**src/rtl/register_file_if.sv**
```systemverilog
// Register-file port bundle: two combinational read ports and one clocked write port.
// The master drives indices and write data, and the slave returns read data.
interface register_file_if #(
  parameter int DATA_WIDTH = 32,
  parameter int ADDR_WIDTH = 5
);
  logic                  RegWrite;
  logic [ADDR_WIDTH-1:0] ReadReg1;
  logic [ADDR_WIDTH-1:0] ReadReg2;
  logic [ADDR_WIDTH-1:0] WriteReg;
  logic [DATA_WIDTH-1:0] WriteData;
  logic [DATA_WIDTH-1:0] ReadData1;
  logic [DATA_WIDTH-1:0] ReadData2;

  modport master (
    output RegWrite, ReadReg1, ReadReg2, WriteReg, WriteData,
    input  ReadData1, ReadData2
  );

  modport slave (
    input  RegWrite, ReadReg1, ReadReg2, WriteReg, WriteData,
    output ReadData1, ReadData2
  );
endinterface

```
**src/rtl/register_file.sv**
```systemverilog
// General-purpose register file: 2**ADDR_WIDTH entries, two async reads, one sync write.
// Entry 0 is never written and always reads as zero.
module register_file #(
  parameter int DATA_WIDTH = 32,
  parameter int ADDR_WIDTH = 5
) (
  input  logic              clk,
  input  logic              rst,
  register_file_if.slave    bus
);
  localparam int DEPTH = 2 ** ADDR_WIDTH;

  logic [DATA_WIDTH-1:0] regs_q [DEPTH];
  logic [DATA_WIDTH-1:0] regs_d [DEPTH];

  // Writes aimed at entry 0 are dropped here, so regs_q[0] stays at its reset value.
  always_comb begin
    regs_d = regs_q;
    if (bus.RegWrite && (bus.WriteReg != '0)) begin
      regs_d[bus.WriteReg] = bus.WriteData;
    end
  end

  always_ff @(posedge clk or posedge rst) begin
    if (rst) begin
      for (int i = 0; i < DEPTH; i++) begin
        regs_q[i] <= '0;
      end
    end else begin
      regs_q <= regs_d;
    end
  end

  // No write bypass: reads see the stored contents only.
  assign bus.ReadData1 = (bus.ReadReg1 == '0) ? '0 : regs_q[bus.ReadReg1];
  assign bus.ReadData2 = (bus.ReadReg2 == '0) ? '0 : regs_q[bus.ReadReg2];

endmodule

```
**src/flat_wrapper.sv**
```systemverilog
// flat-port wrapper written by rule: the top's interface ports become plain ports
module register_file_flat 
#(
  parameter int DATA_WIDTH = 32,
  parameter int ADDR_WIDTH = 5
)
  (clk, rst, bus_RegWrite, bus_ReadReg1, bus_ReadReg2, bus_WriteReg, bus_WriteData, bus_ReadData1, bus_ReadData2);
  register_file_if #(.DATA_WIDTH(DATA_WIDTH), .ADDR_WIDTH(ADDR_WIDTH)) bus_i ();
  input  logic clk;
  input  logic rst;
  input wire logic [$bits(bus_i.RegWrite)-1:0] bus_RegWrite;
  input wire logic [$bits(bus_i.ReadReg1)-1:0] bus_ReadReg1;
  input wire logic [$bits(bus_i.ReadReg2)-1:0] bus_ReadReg2;
  input wire logic [$bits(bus_i.WriteReg)-1:0] bus_WriteReg;
  input wire logic [$bits(bus_i.WriteData)-1:0] bus_WriteData;
  output wire logic [$bits(bus_i.ReadData1)-1:0] bus_ReadData1;
  output wire logic [$bits(bus_i.ReadData2)-1:0] bus_ReadData2;
  assign bus_i.RegWrite = bus_RegWrite;
  assign bus_i.ReadReg1 = bus_ReadReg1;
  assign bus_i.ReadReg2 = bus_ReadReg2;
  assign bus_i.WriteReg = bus_WriteReg;
  assign bus_i.WriteData = bus_WriteData;
  assign bus_ReadData1 = bus_i.ReadData1;
  assign bus_ReadData2 = bus_i.ReadData2;
  register_file #(.DATA_WIDTH(DATA_WIDTH), .ADDR_WIDTH(ADDR_WIDTH)) u_core (.clk(clk), .rst(rst), .bus(bus_i));
endmodule
```
**config.mk**
```make
export PLATFORM = sky130hd
export DESIGN_NAME = register_file_flat
export DESIGN_NICKNAME = d
export VERILOG_FILES = /design/src/rtl/register_file_if.sv /design/src/rtl/register_file.sv /design/src/flat_wrapper.sv
export SDC_FILE = /design/constraint.sdc
export NUM_CORES = 2
export LEC_CHECK = 0
export BUFFER_PORTS_ARGS = -buffer_cell sky130_fd_sc_hd__buf_2
export CELL_PAD_IN_SITES_DETAIL_PLACEMENT = 2
export CELL_PAD_IN_SITES_GLOBAL_PLACEMENT = 2
export CORE_MARGIN = 4
export CORE_UTILIZATION = 28
export CTS_CLUSTER_DIAMETER = 80
export CTS_CLUSTER_SIZE = 24
export DETAILED_ROUTE_END_ITERATION = 8
export GPL_TIMING_DRIVEN = 0
export PLACE_DENSITY_LB_ADDON = 0.1
export SKIP_LAST_GASP = 1
export SLEW_MARGIN = 20
export SYNTH_ARGS = -nofsm -noshare
export SYNTH_HDL_FRONTEND = slang
export SYNTH_SLANG_ARGS = --single-unit
```
**constraint.sdc**
```tcl
create_clock -name clk -period 35.9 [get_ports clk]
set_input_delay 7.18 -clock clk [delete_from_list [all_inputs] [get_ports clk]]
set_output_delay 7.18 -clock clk [all_outputs]
set_load 0.05 [all_outputs]
```
==> flow_results.org <==
** Hold path
- The min-delay analysis places its worst path in the category reg -> reg.
- Cell count of the worst hold path :: 1
- The startpoint identified for the worst hold timing path is u_core.regs_q[1023].
- The worst hold path terminates at u_core.regs_q[1023].

** STA
- Hold is met by slightly below 0.5 ns.
- Count of endpoints failing setup in the final report :: 0
- Achievable clock frequency :: about 54 MHz
- Min Tclk post-route :: around 18 ns
- Tightest slew margin relative to the limit :: between 10% and 20%
- Setup repair after global routing missed its margin :: no
- Sum Neg Setup Slack :: 0 ns
- Setup skew after layout :: 0 ns
- The total count of max-transition violations in the final report was 0.
- Once routing completed, OpenROAD measured the worst setup slack at between 15 and 20 ns.
- Portion of the clock cycle consumed by the worst path in the final layout :: between 50 and 60%
- The number of endpoints with negative hold slack in the final report is 0.
- For the pin with the worst max-slew slack, the measured transition is around 1.3 ns.

** Clock network
- Counting the buffers created by CTS gives 101.
- Setup bufs post-CTS :: 0
- The later pin in the worst-skew pair is clocked with a latency of between 0.7 and 0.8 ns.
- Buffers inserted to repair hold after CTS numbered 0.
- Max Root-Sink Buffers :: 3
- Once the clock tree was built, the resizer swapped 0 gates to a different size.
- The clock drives about 1.0k sinks.
- Clock-pin slew was measured on the worst setup and hold paths at ~0.07 ns.
- H-tree levels :: 3
- CTS tree :: built
- The cell sitting at the root of the clock tree is a sky130_fd_sc_hd__clkbuf_16.

** Placement
- In this run, placement finished with an instance count of approximately 6.4k.
- Timing analysis after detailed placement gives a worst setup slack of around 18 ns.
- After legalization and detailed placement, the total HPWL measured between 150 and 200 mm.
- Routability-driven placement congestion ratio :: 0.823
- Port Buf Inserts :: 105
- The placed instances occupy a cell area of 0.0598 sq mm.

** Floorplanning
- Horizontal die dimension :: 451 um
- Total number of placement rows :: between 150 and 200
- Initial Utilization :: between 20% and 30%
- From bottom edge to top edge, the die measures 451 um.
- I/O Pins :: roughly 110
- Core Box Area :: slightly below 0.2 sq mm
- The floorplan step defined a die boundary enclosing approximately 0.20 sq mm.

** Global routing
- For this run the aggregate overflow at the end of global routing stands at 0.
- The number of global-route vias before repair was between 30k and 40k.
- Pin count of the biggest net entering global routing :: 31
- Global routing consumed, over all layers together, 26.2% of the routing resources.
- Initial antenna violation count :: 25
- The first global-routing pass estimated ~360 mm of wire.

** Synthesis
- Of the post-synthesis cell area, the dominant cell type holds 46.7%.
- Largest cells by area after synthesis :: sky130_fd_sc_hd__dfrtp_1 47%, sky130_fd_sc_hd__mux2_2 21%, sky130_fd_sc_hd__mux4_2 18%
- Yosys mapped the design onto 40 distinct sky130hd cell types.
- The biggest area contributor in the post-synthesis netlist is sky130_fd_sc_hd__dfrtp_1.
- The share of the Yosys chip area taken by registers is between 40% and 50%.
- Post-synthesis instance total :: 3614
- Post-synthesis register bit count :: 1024
- The mapped netlist covers roughly 0.055 sq mm.
- Counting every net in the synthesized netlist gives approximately 3.7k.
- After synthesis, the mean cell area works out to about 15 sq um.
- Number of warnings reported in the yosys synthesis log :: 0

** Worst setup path
- The worst setup path is of the in -> out kind.
- The worst setup path is launched from a primary input.
- Worst flop-to-flop path startpoint :: u_core.regs_q[795]
- Arrival @ worst endpoint :: 11.21 ns
- Biggest fanout along the worst timing path :: 11
- Setup slack, reg-to-reg :: 35.07 ns
- End of the worst register-to-register path :: u_core.regs_q[795]
- Required time at the endpoint of the critical path :: about 29 ns
- The worst setup path is captured at an output pin.
- Measured in cells, the most critical reg-to-reg path has a length of 1.

** Routing
- Highest Signal Layer :: met5
- DR vias/cell :: about 5.6
- Routed length on met3 :: about 14 mm
- DRC violations left :: 0
- ANT nets after route :: 0
- Length of routed met2 wiring :: 123 mm
- Routed wirelength normalized by instance count :: 40.9 um
- First-iteration detailed-routing DRC count :: between 3k and 4k
- Sum of routed wire length over all layers :: roughly 270 mm
- The final route contains roughly 37k vias.
- Before antenna repair, the detailed router went through 5 iterations.
- The detailed router put a total of 123 mm of wire on met1.

** Layout
- Leaving out filler cells and counting taps, the final layout contains approximately 6.6k.
- Measured on the finished design, the core utilization comes to around a third.
- Area growth from synthesis to layout :: 15.4%
- Largest registers in the final layout :: u_core.regs_q x1024
- Flip-flop count of the largest register after layout :: between 1k and 1.5k
- The register with the most flip-flops in the final layout is u_core.regs_q.
- The finished cells cover between 0.06 and 0.07 sq mm.
- After the last flow step, the layout net total stands at approximately 4k.
- Ratio of cells with drive above 1 in the final layout :: 52.8%

** Power
- Dividing total power by cell area gives a power density of 55.7 mW/mm^2.
- The analysis attributes to cell leakage a power of ~27 nW.
- Overall power consumption after layout is estimated at 3.53 mW.
- Largest voltage drop on the vdd net :: between 0.00003 and 0.00004 V

** Job
- Number of maximum-capacitance violations :: 0

** Status
- The flow ran to the end, and the final reports show no timing, DRC or antenna violations.
[critical path, cell delays in order]
cell and delay [ns]:
sky130_fd_sc_hd__buf_4 0.21, sky130_fd_sc_hd__inv_2 0.08, sky130_fd_sc_hd__buf_2 0.45, sky130_fd_sc_hd__buf_2 0.70
sky130_fd_sc_hd__buf_2 0.59, sky130_fd_sc_hd__o2111ai_1 0.39, sky130_fd_sc_hd__a311oi_1 1.11, sky130_fd_sc_hd__buf_2 0.43
[logic make-up (layout without fill, tap and decap cells)]
kind of cell,count (synthesis),count (layout),synth area share (%)
mux,1632,1632,42.4
simple gates,164,164,1.63
buf+inv,427,768,4.54
compound gates,367,367,4.81
other cells,0,9,0
flops,1024,1024,46.7
[report_power, final]
part | internal, mW | switching [mW] | total (mW)
Clock | 0.592 | 0.597 | 1.19
Combinational | 0.413 | 0.385 | 0.798
Sequential | 1.37 | 0.170 | 1.54
[area by class of cell]
class / count / area [sq um]
diodes: 9 / 22.5
plain buffers: 424 / 2520
fillers: 19903 / 132000
flip-flops and latches: 1024 / 25600
well taps: 2624 / 3280
inverters: 3 / 15.0
multi-input cells: 2163 / 26800
clock buffers: 106 / 2580
repair buffers: 152 / 1500
clock inverters: 83 / 987
[how the worst max path moves through the flow]
stage                         start                   to  slack (ns)  depth (start not counted)
finish              bus_ReadReg2[0]    bus_ReadData2[16]       17.51                          8
CTS                 bus_ReadReg2[0]    bus_ReadData2[16]       17.53                          8
detailed placement  bus_ReadReg2[0]    bus_ReadData2[16]       17.54                          8
global placement                rst  u_core.regs_q[1004]        6.21                          2
floorplan                       rst     u_core.regs_q[0]       14.61                          1
global route        bus_ReadReg2[0]    bus_ReadData2[16]       17.58                          8
[cell usage after synthesis]
cell type and count:
sky130_fd_sc_hd__and2b_4 2, sky130_fd_sc_hd__a221oi_1 46, sky130_fd_sc_hd__buf_6 64, sky130_fd_sc_hd__nand3_1 2, sky130_fd_sc_hd__mux4_2 448, sky130_fd_sc_hd__or2_2 1, sky130_fd_sc_hd__and2_1 2, sky130_fd_sc_hd__o21ai_0 16
sky130_fd_sc_hd__or2_1 2, sky130_fd_sc_hd__clkbuf_1 176, sky130_fd_sc_hd__a22oi_1 64, sky130_fd_sc_hd__buf_8 1, sky130_fd_sc_hd__or3b_1 1, sky130_fd_sc_hd__buf_12 1, sky130_fd_sc_hd__mux2i_1 128, sky130_fd_sc_hd__or4_4 2
sky130_fd_sc_hd__o2111ai_1 17, sky130_fd_sc_hd__buf_1 2, sky130_fd_sc_hd__nor2b_1 66, sky130_fd_sc_hd__nor3_1 1, sky130_fd_sc_hd__mux2_1 51, sky130_fd_sc_hd__nand3b_1 4, sky130_fd_sc_hd__a211oi_1 64, sky130_fd_sc_hd__and3_1 1
sky130_fd_sc_hd__nor2_2 10, sky130_fd_sc_hd__a311oi_1 64, sky130_fd_sc_hd__inv_1 1, sky130_fd_sc_hd__o21ai_1 95, sky130_fd_sc_hd__dfrtp_1 1024, sky130_fd_sc_hd__a221oi_2 1, sky130_fd_sc_hd__nand2b_1 2, sky130_fd_sc_hd__buf_2 115
sky130_fd_sc_hd__clkbuf_2 2, sky130_fd_sc_hd__inv_2 2, sky130_fd_sc_hd__nor3b_1 4, sky130_fd_sc_hd__nor2_1 13, sky130_fd_sc_hd__nand2_1 50, sky130_fd_sc_hd__mux2_2 1005, sky130_fd_sc_hd__and3b_1 1, sky130_fd_sc_hd__buf_4 63
[per-layer routing]
layer	vias to the layer above	global-route usage, %
met2	1137	41.2
met4	2	8.10
met1	20966	37.0
met5	-	0
li1	14595	-
met3	330	4.22
[layout by cell type (no fill, tap or decap), drive strengths merged, types with 3 or more instances in the layout]
master / count
a311oi: 64
buf: 398
o2111ai: 17
o21ai: 111
a211oi: 64
inv: 43
diode: 9
mux4: 448
bufinv: 5
dfrtp: 1024
nand3b: 4
a22oi: 64
a221oi: 47
nor2: 23
mux2i: 128
nor2b: 66
or2: 3
nand2: 50
clkbuf: 284
clkinv: 33
mux2: 1056
nor3b: 4
clkinvlp: 5
No activity file was read; power rests on OpenSTA's default activity.
